### src/rtl/uncached_store_buffer_if.sv
// rtl/uncached_store_buffer_if.sv - store-buffer to uncached write engine head-entry bus
interface uncached_store_buffer_if;
    logic        st_uncached;
    logic        st_we;
    logic [31:0] st_addr;
    logic [3:0]  st_byte_enable;
    logic [31:0] st_wdata;
    logic        st_Stall;

    // Buffer side presents the head entry and watches the engine's busy flag.
    modport master (
        output st_uncached,
        output st_we,
        output st_addr,
        output st_byte_enable,
        output st_wdata,
        input  st_Stall
    );

    // Engine side consumes the head entry and reports when it is busy.
    modport slave (
        input  st_uncached,
        input  st_we,
        input  st_addr,
        input  st_byte_enable,
        input  st_wdata,
        output st_Stall
    );
endinterface

### src/rtl/uncached_store_buffer.sv
// rtl/uncached_store_buffer.sv - posted-write FIFO between CPU uncached stores and the AXI write engine
module uncached_store_buffer #(
    parameter int DEPTH = 4,
    parameter int PTR_W = $clog2(DEPTH)
) (
    input  logic                  clk,
    input  logic                  rst_n,
    input  logic                  cpu_uncached,
    input  logic                  cpu_we,
    input  logic                  cpu_re,
    input  logic                  cpu_sync,
    input  logic [31:0]           cpu_addr,
    input  logic [3:0]            cpu_byte_enable,
    input  logic [31:0]           cpu_wdata,
    output logic                  cpu_Stall,
    output logic                  sb_empty,
    output logic [PTR_W:0]        sb_count,
    uncached_store_buffer_if.master st
);

    localparam logic [PTR_W:0] FULL_COUNT = (PTR_W + 1)'(DEPTH);

    logic [31:0]    memAddr [DEPTH];
    logic [3:0]     memBe   [DEPTH];
    logic [31:0]    memData [DEPTH];

    logic [PTR_W-1:0] wrPtr;
    logic [PTR_W-1:0] rdPtr;
    logic [PTR_W:0]   count;

    logic full;
    logic empty;
    logic push;
    logic pop;

    assign full  = (count == FULL_COUNT);
    assign empty = (count == '0);

    // A held reset must not sneak an entry into storage.
    assign push = rst_n & cpu_uncached & cpu_we & ~full;
    assign pop  = st.st_we & ~st.st_Stall;

    // Stall decision uses only registered full/empty so st_Stall never reaches cpu_Stall.
    assign cpu_Stall = (cpu_uncached & cpu_we & full)
                     | (cpu_uncached & cpu_re & ~empty)
                     | (cpu_sync & ~empty);

    assign sb_empty = empty;
    assign sb_count = count;

    // Head entry is read straight out of storage; it only moves when rdPtr advances.
    assign st.st_we          = ~empty;
    assign st.st_uncached    = ~empty;
    assign st.st_addr        = memAddr[rdPtr];
    assign st.st_byte_enable = memBe[rdPtr];
    assign st.st_wdata       = memData[rdPtr];

    // Entry storage: written on push, never cleared (pointers define validity).
    always_ff @(posedge clk) begin
        if (push) begin
            memAddr[wrPtr] <= cpu_addr;
            memBe[wrPtr]   <= cpu_byte_enable;
            memData[wrPtr] <= cpu_wdata;
        end
    end

    // Pointer and occupancy bookkeeping; reset drops any pending entries.
    always_ff @(posedge clk or negedge rst_n) begin
        if (!rst_n) begin
            wrPtr <= '0;
            rdPtr <= '0;
            count <= '0;
        end else begin
            if (push) begin
                wrPtr <= wrPtr + 1'b1;
            end
            if (pop) begin
                rdPtr <= rdPtr + 1'b1;
            end
            case ({push, pop})
                2'b10:   count <= count + 1'b1;
                2'b01:   count <= count - 1'b1;
                default: count <= count;
            endcase
        end
    end

endmodule

### src/flat_wrapper.sv
// flat-port wrapper written by rule: the top's interface ports become plain ports
module uncached_store_buffer_flat 
#(
    parameter int DEPTH = 4,
    parameter int PTR_W = $clog2(DEPTH)
)
  (clk, rst_n, cpu_uncached, cpu_we, cpu_re, cpu_sync, cpu_addr, cpu_byte_enable, cpu_wdata, cpu_Stall, sb_empty, sb_count, st_st_uncached, st_st_we, st_st_addr, st_st_byte_enable, st_st_wdata, st_st_Stall);
  uncached_store_buffer_if st_i ();
  input  logic clk;
  input  logic rst_n;
  input  logic cpu_uncached;
  input  logic cpu_we;
  input  logic cpu_re;
  input  logic cpu_sync;
  input  logic [31:0] cpu_addr;
  input  logic [3:0] cpu_byte_enable;
  input  logic [31:0] cpu_wdata;
  output logic cpu_Stall;
  output logic sb_empty;
  output logic [PTR_W:0] sb_count;
  output wire logic [$bits(st_i.st_uncached)-1:0] st_st_uncached;
  output wire logic [$bits(st_i.st_we)-1:0] st_st_we;
  output wire logic [$bits(st_i.st_addr)-1:0] st_st_addr;
  output wire logic [$bits(st_i.st_byte_enable)-1:0] st_st_byte_enable;
  output wire logic [$bits(st_i.st_wdata)-1:0] st_st_wdata;
  input wire logic [$bits(st_i.st_Stall)-1:0] st_st_Stall;
  assign st_st_uncached = st_i.st_uncached;
  assign st_st_we = st_i.st_we;
  assign st_st_addr = st_i.st_addr;
  assign st_st_byte_enable = st_i.st_byte_enable;
  assign st_st_wdata = st_i.st_wdata;
  assign st_i.st_Stall = st_st_Stall;
  uncached_store_buffer #(.DEPTH(DEPTH), .PTR_W(PTR_W)) u_core (.clk(clk), .rst_n(rst_n), .cpu_uncached(cpu_uncached), .cpu_we(cpu_we), .cpu_re(cpu_re), .cpu_sync(cpu_sync), .cpu_addr(cpu_addr), .cpu_byte_enable(cpu_byte_enable), .cpu_wdata(cpu_wdata), .cpu_Stall(cpu_Stall), .sb_empty(sb_empty), .sb_count(sb_count), .st(st_i));
endmodule
### config.mk
export PLATFORM = sky130hd
export DESIGN_NAME = uncached_store_buffer_flat
export DESIGN_NICKNAME = d
export VERILOG_FILES = /design/src/rtl/uncached_store_buffer_if.sv /design/src/rtl/uncached_store_buffer.sv /design/src/flat_wrapper.sv
export SDC_FILE = /design/constraint.sdc
export NUM_CORES = 1
export LEC_CHECK = 0
export ABC_AREA = 0
export BUFFER_PORTS_ARGS = -buffer_cell sky130_fd_sc_hd__buf_2
export CAP_MARGIN = 30
export CORE_MARGIN = 3
export CORE_UTILIZATION = 40
export DETAILED_ROUTE_END_ITERATION = 10
export PLACE_DENSITY = 0.66
export SYNTH_ARGS = -nofsm -noshare
export SYNTH_HDL_FRONTEND = slang
export SYNTH_SLANG_ARGS = --single-unit
### constraint.sdc
create_clock -name clk -period 3.25 [get_ports clk]
set_input_delay 0.1625 -clock clk [delete_from_list [all_inputs] [get_ports clk]]
set_output_delay 0.1625 -clock clk [all_outputs]
set_load 0.1 [all_outputs]
Word level (Yosys, flattened, before mapping)
Memories as Yosys holds them, arrays and structs flattened.
Index checks and enable logic that the tools add are counted.
{"block": "totals", "ff_bits": 7, "input_bits": 75, "mem_bits_rw": 272, "elab_cells": 32, "n_memories": 3}
{"block": "op_classes", "add_sub_neg": 4, "n_mux": 3, "n_bitwise": 14, "n_eq_ne": 3, "n_reduce_logical": 2}
{"name": "u_core.memAddr", "words": 4, "word_bits": 32, "rd": 1, "rd_ports_with_merged_regs": 0, "write_ports": 1, "line": "uncached_store_buffer.sv:23", "rtl": "logic [31:0] memAddr [DEPTH];"}
{"name": "u_core.memData", "words": 4, "word_bits": 32, "rd": 1, "rd_ports_with_merged_regs": 0, "write_ports": 1, "line": "uncached_store_buffer.sv:25", "rtl": "logic [31:0] memData [DEPTH];"}
{"name": "u_core.memBe", "words": 4, "word_bits": 4, "rd": 1, "rd_ports_with_merged_regs": 0, "write_ports": 1, "line": "uncached_store_buffer.sv:24", "rtl": "logic [3:0] memBe [DEPTH];"}
{"op": "$and 1x1->1", "count": 9}
{"op": "$pmux 3 s2", "count": 1}
{"op": "$add 2x1->2 const B", "count": 2}
{"op": "$add 3x1->3 const B", "count": 1}
{"op": "$eq 3x3->1 const B", "count": 1}
{"op": "$logic_not 3->1", "count": 1}
{"op": "$not 1->1", "count": 3}
{"op": "$sub 3x1->3 const B", "count": 1}
{"op": "$eq 2x1->1 const B", "count": 1}
{"op": "$eq 2x2->1 const B", "count": 1}
{"op": "$mux 1", "count": 2}
{"op": "$or 1x1->1", "count": 2}
{"op": "$reduce_bool 2->1", "count": 1}

Depth between registers and ports, before layout
Gate-level depths: netlist of the first run.
{"block": "depth", "word_depth": 5, "mapped_depth": 9}

Worst setup path before layout of the first run
OpenSTA, ideal clock, no wires.
{"block": "synth_timing", "kind": "register -> output", "startpoint": "register u_core.count[2] (netlist: u_core.sb_count[2])", "endpoint": "output port cpu_Stall", "setup_slack_ns": -0.610, "t_arrival_ns": 3.698, "stages_incl_launch_ff": 3, "t_required_ns": 3.087, "path_cell_list": "dfrtp_1 -> nor3_2 -> nor3_1"}
{"block": "synth_between", "elab_chain_cells": 5}
{"element": "start, declared", "line": "uncached_store_buffer.sv:29", "rtl": "logic [PTR_W:0] count;"}
{"element": "start signal, assigned", "line": "uncached_store_buffer.sv:81", "rtl": "2'b10: count <= count + 1'b1;"}
{"element": "start signal, assigned", "line": "uncached_store_buffer.sv:82", "rtl": "2'b01: count <= count - 1'b1;"}
{"element": "start signal, assigned", "line": "uncached_store_buffer.sv:83", "rtl": "default: count <= count;"}
{"element": "$logic_not 3->1 (*)", "line": "uncached_store_buffer.sv:37", "rtl": "assign empty = (count == '0);"}
{"element": "net sb_empty", "line": "flat_wrapper.sv:19", "rtl": "output logic sb_empty;"}
{"element": "$not 1->1 (*)", "line": "uncached_store_buffer.sv:45, uncached_store_buffer.sv:46"}
{"element": "$and 1x1->1", "line": "uncached_store_buffer.sv:45", "rtl": "| (cpu_uncached & cpu_re & ~empty)"}
{"element": "$or 1x1->1", "line": "uncached_store_buffer.sv:45"}
{"element": "$or 1x1->1 (*)", "line": "uncached_store_buffer.sv:46", "rtl": "| (cpu_sync & ~empty);"}
{"element": "end, declared", "line": "flat_wrapper.sv:18", "rtl": "output logic cpu_Stall;"}
Mark *: on every way through the listed nets, which the timed path passes. The rest lies on a longest branch.

Final worst setup path of the first run
{"block": "layout_timing", "startpoint": "register u_core.rdPtr[0]", "endpoint": "output port st_st_addr[17]"}
{"block": "layout_between", "elab_chain_cells": 1}
{"element": "start, declared", "line": "uncached_store_buffer.sv:28", "rtl": "logic [PTR_W-1:0] rdPtr;"}
{"element": "start signal, assigned", "line": "uncached_store_buffer.sv:78", "rtl": "rdPtr <= rdPtr + 1'b1;"}
{"element": "$mem_v2 4x32"}
{"element": "end, declared", "line": "flat_wrapper.sv:23", "rtl": "output wire logic [$bits(st_i.st_addr)-1:0] st_st_addr;"}
No other way between the ends.

==> metrics.yaml, run 1 <==
dr.pass1.iters: 4
synth_compound_area_frac: 0.00157
outcome: "finished, final reports clean"
grt_pass1_vias: 5412
vias: 4893
avgRoutedWirePerCell_um: 19.2
start_util: 0.408
setup-tns-final_ps: 0
seq_area_frac_synth: 0.807
viasPerCell: 4.94
grtUsageTotal: 0.136
syn-cell-area_sq_um: 10300
portBuffers: 149
overflow: 0
ys_ff_latch: 279
cts.repair.resized: 0
wirelength_um: 19000
layout_min_cycle_time_ps: 2720
synthSimpleGateAreaFrac: 0.00653
hold_class: "input pin to flop"
grt_start_max_net_pins: 40
cts_root_buffer: "clkbuf_16"
grt_first_pass_wirelength_um: 30000
worstRegToRegCells: 4
syn_nets: 480
slew_headroom: 0.647
required_ps: 3090
fin_area_sq_um: 13000
startpoint_type: "flop"
regArea_sq_um: 8350
timing.final.crit_share: 0.837
place_congestion: 0.700
crit_type: "flop to primary output"
layout-drive-gt1-share: 0.417
drv_slew: 0
hp-start: "cpu_we"
syn2layout_area_growth_pct: 25.9
synth_fa_ha_area_frac: 0.00798
min_to: "u_core.wrPtr[0]$_DFFE_PN0P_"
synthFlopType: "edfxtp_1"
die_h_um: 167
crit_arrival_ps: 2560
htree_levels: 1
place_hpwl_um: 11300
drt-initial-drc-count: 317
cts_setup_buffers: 0
clkSlewWorstSetupHoldPaths_ps: 60
final_util: 0.514
synth.mux.area_fraction: 0.150
final_nets: 721
io_pins: 150
cts.sinks: 279
dp_slack_ps: 1010
cap_violations: 0
avgSynthCellArea_sq_um: 25.9
min_path_cells: 4
finalHoldViolations: 0
r2r-start: "u_core.sb_count[0]$_DFFE_PN0P_"
multi_input_comb_area_sq_um: 1790
end_kind: "primary output"
numCtsBuffers: 28
rows: 58
final_antenna_net_count: 0
crit_fanout: 26
drcViolationCount: 0
setup_slack_ps: 529
syn_inst: 399
synth_cell_type_count: 22
antennaDiodeCount: 0
async_flop_share: 0.0251
placedInstanceArea_sq_um: 11500
nFillCells: 2011
ys_warn_count: 0
die_w_um: 167
clock.fmax_ghz: 0.367
antenna_found_initial: 0
regToRegSetupSlack_ps: 1080
worst_pin_slew_ps: 529
reg2reg_to: "u_core.memData[2][7]$_DFFE_PP_"
setup_viol: 0
synth_edf_count: 272
skew_ps: 20.7
core-area_sq_um: 25300
synth_top_family_by_area: "multiplexers"
clockBufferDepth: 3
die_area_sq_um: 27800
rsz0062_at_grt: "no"
synth_xor_area_frac: 0.00508
clk_latency_ps: 540
cts_tree: "done"
[worst max-delay path by stage]
stage / startpoint / endpoint / depth (start not counted)
floorplan: u_core.sb_count[0]$_DFFE_PN0P_ / cpu_Stall / 2
global placement: u_core.rdPtr[0]$_DFFE_PN0P_ / st_st_addr[17] / 3
detailed placement: u_core.rdPtr[0]$_DFFE_PN0P_ / st_st_addr[17] / 3
CTS: u_core.rdPtr[0]$_DFFE_PN0P_ / st_st_addr[17] / 3
global route: u_core.rdPtr[0]$_DFFE_PN0P_ / st_st_addr[17] / 3
finish: u_core.rdPtr[0]$_DFFE_PN0P_ / st_st_addr[17] / 3
[worst max-delay path, stage by stage (launching register included)]
cell and delay, ps:
dfrtp_4 760, buf_4 370, mux4_2 570, buf_2 310
[layout by cell type (no fill, tap or decap), types with 4 or more instances in the layout]
master	instances
buf_2	149
mux4_2	68
ha_1	5
xor2_1	4
nor2_1	4
edfxtp_1	272
clkinv_1	5
clkbuf_16	29
dfrtp_1	5
buf_12	6
and2_4	4
clkinv_2	8
inv_1	7
dlygate4sd3_1	71
clkbuf_1	4
[metal layers]
| layer | global-route usage | vias up | share of wire |
|---|---|---|---|
| li1 | - | 2179 | - |
| met1 | 0.181 | 2520 | 0.41 |
| met2 | 0.231 | 160 | 0.50 |
| met3 | 0.0311 | 34 | 0.067 |
| met4 | 0.0330 | 0 | 0.018 |
| met5 | 0 | - | 0 |
[synth_stat cells (all sizes together) (2+ instances only)]
library cell  instances  area, sq um
inv                   7         26.3
dfrtp                 7          175
ha                    5         62.6
nor2                  4         15.0
xor2                  4         35.0
edfxtp              272         8170
and2                  4         25.0
buf                  17          201
mux4                 68         1530
xnor2                 2         17.5
nor3                  2         15.0
[area by class of cell]
cell class	instances	area share
Inverter	7	0.00202
Clock buffer	33	0.0569
Clock inverter	17	0.00865
Tap cell	330	0.0317
Sequential cell	279	0.641
Timing Repair Buffer	228	0.122
Multi-Input combinational cell	96	0.137
[timing repair]
item | in CTS | in global routing
hold buffers | 71 | 0
hold endpoints to repair | 281 | 0
setup endpoints to repair | 0 | 0
[metrics by stage]
step | hold WS (ps) | instances
6_report | 119 | 990
5_1_grt | 132 | 990
4_1_cts | 54.6 | 990
3_5_place_dp | 20.8 | 869
3_3_place_gp | 6.59 | 869
2_1_floorplan | -133 | 399
[state kept, by name, indices dropped and copies added (netlist names)]
name and cells:
u_core.sb_count 3, u_core.memAddr 128, u_core.wrPtr 2, u_core.memBe 16, u_core.memData 128, u_core.rdPtr 2
[kinds of logic after synthesis]
logic type,after synthesis
DFF,279
muxes,70
buffers and inverters,24
and+or+nand+nor,12
xor gates and xnor gates,6
adders and majority gates,6
AOI/OAI and AO/OA,2
Power of run 1 is left out: the tool's default activity adds up to more than one toggle a clock period on the data nets, which glitch-free logic cannot reach.
==> run 2: changes to the inputs <==
clock period = 2.55 ns   (was 3.25 ns; I/O delays follow)
==> metrics.yaml, run 2 (same netlist as run 1, synthesis figures left out) <==
crit_path_max_incr_delay_ps: 660  # was 760 ps
hold_class: "input pin to flop"  # unchanged
start_util: 0.408  # unchanged
drv_slew: 0  # unchanged
io_pins: 150  # unchanged
worstRegToRegCells: 9  # was 4
reg2reg_to: "u_core.sb_count[2]$_DFFE_PN0P_"  # was u_core.memData[2][7]$_DFFE_PP_
end_kind: "primary output"  # unchanged
core-area_sq_um: 25300  # unchanged
required_ps: 2420  # was 3090 ps
clockBufferDepth: 3  # unchanged
dp_slack_ps: 515  # was 1010 ps
path_buf_inv: 2  # unchanged
grt_pass1_vias: 5509  # was 5412
grt_first_pass_wirelength_um: 30600  # was 30000 um
grt_start_max_net_pins: 69  # was 40
final_antenna_net_count: 0  # unchanged
vias: 4930  # was 4893
crit_family: "buffers and inverters"  # was flip-flops
clock.fmax_ghz: 0.424
top_regs: "u_core.memAddr (128), u_core.memData (128), u_core.memBe (16)"  # unchanged
dr.pass1.iters: 4  # unchanged
layout_min_cycle_time_ps: 2360
syn2layout_area_growth_pct: 27.3  # was 25.9%
crit_type: "flop to primary output"  # unchanged
wirelength_um: 19500  # was 19000 um
avgRoutedWirePerCell_um: 19.4  # was 19.2 um
drt-initial-drc-count: 249  # was 317
die_w_um: 167  # unchanged
dp.cells: 874  # was 869
die_h_um: 167  # unchanged
worst_pin_slew_ps: 518  # was 529 ps
overflow: 0  # unchanged
layout_common_cells: "272 x edfxtp_1, 149 x buf_2, 71 x dlygate4sd3_1"  # unchanged
viasPerCell: 4.91  # was 4.94
numCtsBuffers: 28  # unchanged
cap_violations: 0  # unchanged
crit_fanout: 21  # was 26
regToRegSetupSlack_ps: 520  # was 1080 ps
drcViolationCount: 0  # unchanged
rows: 58  # unchanged
startpoint_type: "flop"  # unchanged
htree_levels: 1  # unchanged
setup_viol: 0  # unchanged
final_nets: 733  # was 721
die_area_sq_um: 27800  # unchanged
clkSlewWorstSetupHoldPaths_ps: 60  # about the same
cts.sinks: 279  # unchanged
final_cells: 1005  # was 990
antenna_found_initial: 1  # was 0
finalHoldViolations: 0  # unchanged
final_common_cell: "edfxtp_1"  # unchanged
outcome: "finished, final reports clean"  # unchanged
path_cells: "buf_4, mux4_2, buf_2"  # unchanged
r2r-start: "u_core.sb_count[0]$_DFFE_PN0P_"  # unchanged
crit_arrival_ps: 2230  # was 2560 ps
cts_root_buffer: "clkbuf_16"  # unchanged
setup_slack_ps: 194  # was 529 ps
hp-start: "cpu_uncached"  # was cpu_we
grtUsageTotal: 0.139  # was 0.136
slew_headroom: 0.657  # was 0.647
layout-drive-gt1-share: 0.424  # was 0.417
portBuffers: 149  # unchanged
setup-tns-final_ps: 0  # unchanged
cts.repair.resized: 0  # unchanged
clk_latency_ps: 530  # was 540 ps
rsz0062_at_grt: "no"  # unchanged
crit_slowest_cell: "dfrtp_4"  # unchanged
cts_tree: "done"  # unchanged
skew_ps: 7.34  # was 20.7 ps
min_path_cells: 4  # unchanged
place_congestion: 0.796  # was 0.700
timing.final.crit_share: 0.924
min_to: "u_core.wrPtr[0]$_DFFE_PN0P_"  # unchanged
place_hpwl_um: 11400  # was 11300 um
-- run 2: area by class of cell --
| cell class | count | area, sq um |
|---|---|---|
| inverters | 7 | 30.0 |
| flip-flops and latches | 279 | 8360 |
| clock inverters | 13 | 123 |
| well taps | 330 | 413 |
| diodes | 1 | 2.50 |
| fillers | 1997 | 12200 |
| repair buffers | 240 | 1710 |
| clock buffers | 39 | 742 |
| multi-input cells | 96 | 1790 |
-- run 2: worst max-delay path by stage --
| stage | from | endpoint | slack (ps) | cells after the start |
|---|---|---|---|---|
| finish | u_core.rdPtr[1]$_DFFE_PN0P_ | st_st_addr[11] | 190 | 3 |
| global route | u_core.rdPtr[0]$_DFFE_PN0P_ | st_st_wdata[10] | 100 | 3 |
| CTS | u_core.rdPtr[0]$_DFFE_PN0P_ | st_st_wdata[10] | 30 | 3 |
| detailed placement | u_core.sb_count[0]$_DFFE_PN0P_ | u_core.sb_count[2]$_DFFE_PN0P_ | 510 | 9 |
| global placement | u_core.sb_count[2]$_DFFE_PN0P_ | u_core.memData[2][15]$_DFFE_PP_ | 610 | 3 |
| floorplan | u_core.sb_count[2]$_DFFE_PN0P_ | st_st_we | -460 | 3 |
-- run 2: tightest hold or removal path: cells and delay by family --
| kind | cells | cell delay, ps |
|---|---|---|
| AOI/OAI and AO/OA | 1 | 80 |
| xor gates and xnor gates | 1 | 130 |
| buffers and inverters | 1 | 100 |
| and+or+nand+nor | 1 | 90 |
-- run 2: through the flow --
step	cell area, sq um	utilization	hold WS (ps)
after floorplan	10400	-	-168
after global placement	11500	0.455	-26.2
after detailed placement	11500	0.455	-19.2
after CTS	13100	0.518	7.93
after global routing	13200	0.520	54.2
final	13200	0.520	36.9
-- run 2: timing repair --
item                                    in CTS  in global routing
hold buffers                                71                  0
buffers inserted                             0                  7
endpoints found under the setup margin       0                 14
endpoints found under the hold margin      281                  0
-- run 2: routing by layer --
| layer | vias up | global-route usage | share of wire |
|---|---|---|---|
| met5 | - | 0 | 0 |
| met4 | 0 | 0.0283 | 0.013 |
| met3 | 22 | 0.0347 | 0.060 |
| met2 | 134 | 0.235 | 0.50 |
| met1 | 2571 | 0.186 | 0.43 |
| li1 | 2203 | - | - |
Power of run 2 is left out for the same reason.
==> run 3: changes to the inputs <==
ABC_AREA = default   (was 0)
CTS_BUF_LIST = sky130_fd_sc_hd__clkbuf_16   (was default)
==> metrics.yaml, run 3 (same netlist as run 1, synthesis figures left out) <==
antenna_found_initial: 1  # unchanged
io_pins: 150  # unchanged
portBuffers: 149  # unchanged
worst_pin_slew_ps: 519  # was 518 ps
htree_levels: 1  # unchanged
die_h_um: 167  # unchanged
layout_min_cycle_time_ps: 2350  # was 2360 ps
crit_arrival_ps: 2220  # was 2230 ps
path_cells: "buf_4, mux4_2, buf_2"  # unchanged
setup_viol: 0  # unchanged
cts_tree: "done"  # unchanged
cts_root_buffer: "clkbuf_16"  # unchanged
crit_type: "flop to primary output"  # unchanged
numCtsBuffers: 28  # unchanged
wirelength_um: 19500  # about the same
top_regs: "u_core.memAddr (128), u_core.memData (128), u_core.memBe (16)"  # unchanged
layout-drive-gt1-share: 0.424  # unchanged
cts.sinks: 279  # unchanged
rows: 58  # unchanged
avgRoutedWirePerCell_um: 19.4  # about the same
rsz0062_at_grt: "no"  # unchanged
clock.fmax_ghz: 0.426  # was 0.424 GHz
slew_headroom: 0.657  # about the same
syn2layout_area_growth_pct: 27.3  # unchanged
crit_slowest_cell: "dfrtp_4"  # unchanged
start_util: 0.408  # unchanged
required_ps: 2420  # about the same
core-area_sq_um: 25300  # unchanged
viasPerCell: 4.92  # was 4.91
crit_path_max_incr_delay_ps: 660  # about the same
layout_common_cells: "272 x edfxtp_1, 149 x buf_2, 71 x dlygate4sd3_1"  # unchanged
drt-initial-drc-count: 243  # was 249
worstRegToRegCells: 9  # unchanged
clockBufferDepth: 3  # unchanged
placedInstanceArea_sq_um: 11500  # unchanged
finalHoldViolations: 0  # unchanged
min_path_cells: 4  # unchanged
drcViolationCount: 0  # unchanged
place_congestion: 0.796  # unchanged
startpoint_type: "flop"  # unchanged
die_area_sq_um: 27800  # unchanged
final_common_cell: "edfxtp_1"  # unchanged
clk_latency_ps: 530  # about the same
grt_pass1_vias: 5509  # unchanged
final_nets: 733  # unchanged
cts.repair.resized: 0  # unchanged
overflow: 0  # unchanged
crit_fanout: 21  # unchanged
hold_class: "input pin to flop"  # unchanged
skew_ps: 7.24  # was 7.34 ps
outcome: "finished, final reports clean"  # unchanged
grt_start_max_net_pins: 69  # unchanged
cap_violations: 0  # unchanged
vias: 4949  # was 4930
grtUsageTotal: 0.139  # unchanged
fin_area_sq_um: 13200  # unchanged
grt_first_pass_wirelength_um: 30600  # unchanged
clkSlewWorstSetupHoldPaths_ps: 60  # about the same
dr.pass1.iters: 4  # unchanged
drv_slew: 0  # unchanged
timing.final.crit_share: 0.922  # was 0.924
place_hpwl_um: 11400  # unchanged
end_kind: "primary output"  # unchanged
die_w_um: 167  # unchanged
final_antenna_net_count: 0  # unchanged
[run 3: cell count changes in the layout (fill, tap and decap cells not counted)]
cell      before  now
inv_1          6   17
clkbuf_1      11    0
[run 3: layout make-up]
cell class                 instances  area, sq um
clock buffer                      28          701
multi-input combinational         96         1790
clock inverter                    24          164
fill                            1997        12200
tap                              330          413
sequential                       279         8360
inverter                           7         30.0
timing repair buffer             240         1710
antenna                            1         2.50
[run 3: path summary, 6_finish.rpt]
path,from,to,slack [ps]
setup / recovery,u_core.rdPtr[1]$_DFFE_PN0P_,st_st_addr[11],200
hold reg to reg,u_core.sb_count[0]$_DFFE_PN0P_,u_core.sb_count[0]$_DFFE_PN0P_,550
hold / removal,cpu_uncached,u_core.wrPtr[0]$_DFFE_PN0P_,40
min in group asynchronous,rst_n,u_core.wrPtr[0]$_DFFE_PN0P_,590
setup reg to reg,u_core.sb_count[0]$_DFFE_PN0P_,u_core.sb_count[2]$_DFFE_PN0P_,520
max in group asynchronous,rst_n,u_core.rdPtr[0]$_DFFE_PN0P_,1690
[run 3: metal layers]
layer / GRT usage / share of wire
met2: 0.235 / 0.50
met1: 0.186 / 0.42
met5: 0 / 0
met3: 0.0347 / 0.060
met4: 0.0283 / 0.013
[run 3: metrics by stage]
step | setup TNS, ps | hold WS, ps | instances | util | worst slack, ps
CTS | 0 | 7.93 | 997 | 0.518 | 28.7
global placement | 0 | -26.2 | 874 | 0.455 | 608
global route | 0 | 54.2 | 1005 | 0.520 | 99.1
floorplan | -842 | -168 | 399 | - | -456
detailed placement | 0 | -19.2 | 874 | 0.455 | 515
finish | 0 | 37.6 | 1005 | 0.520 | 200
[run 3: critical path: cells and delay by family, from the launching register on]
family                 cells  cell delay (ps)
buffers and inverters      2              780
DFF                        1              660
muxes                      1              250
[run 3: repair_timing]
item	4_1_cts	5_1_grt
setup endpoints to repair	0	14
setup buffers	0	7
hold buffers	71	0
endpoints found under the hold margin	281	0
Power of run 3 is left out for the same reason.
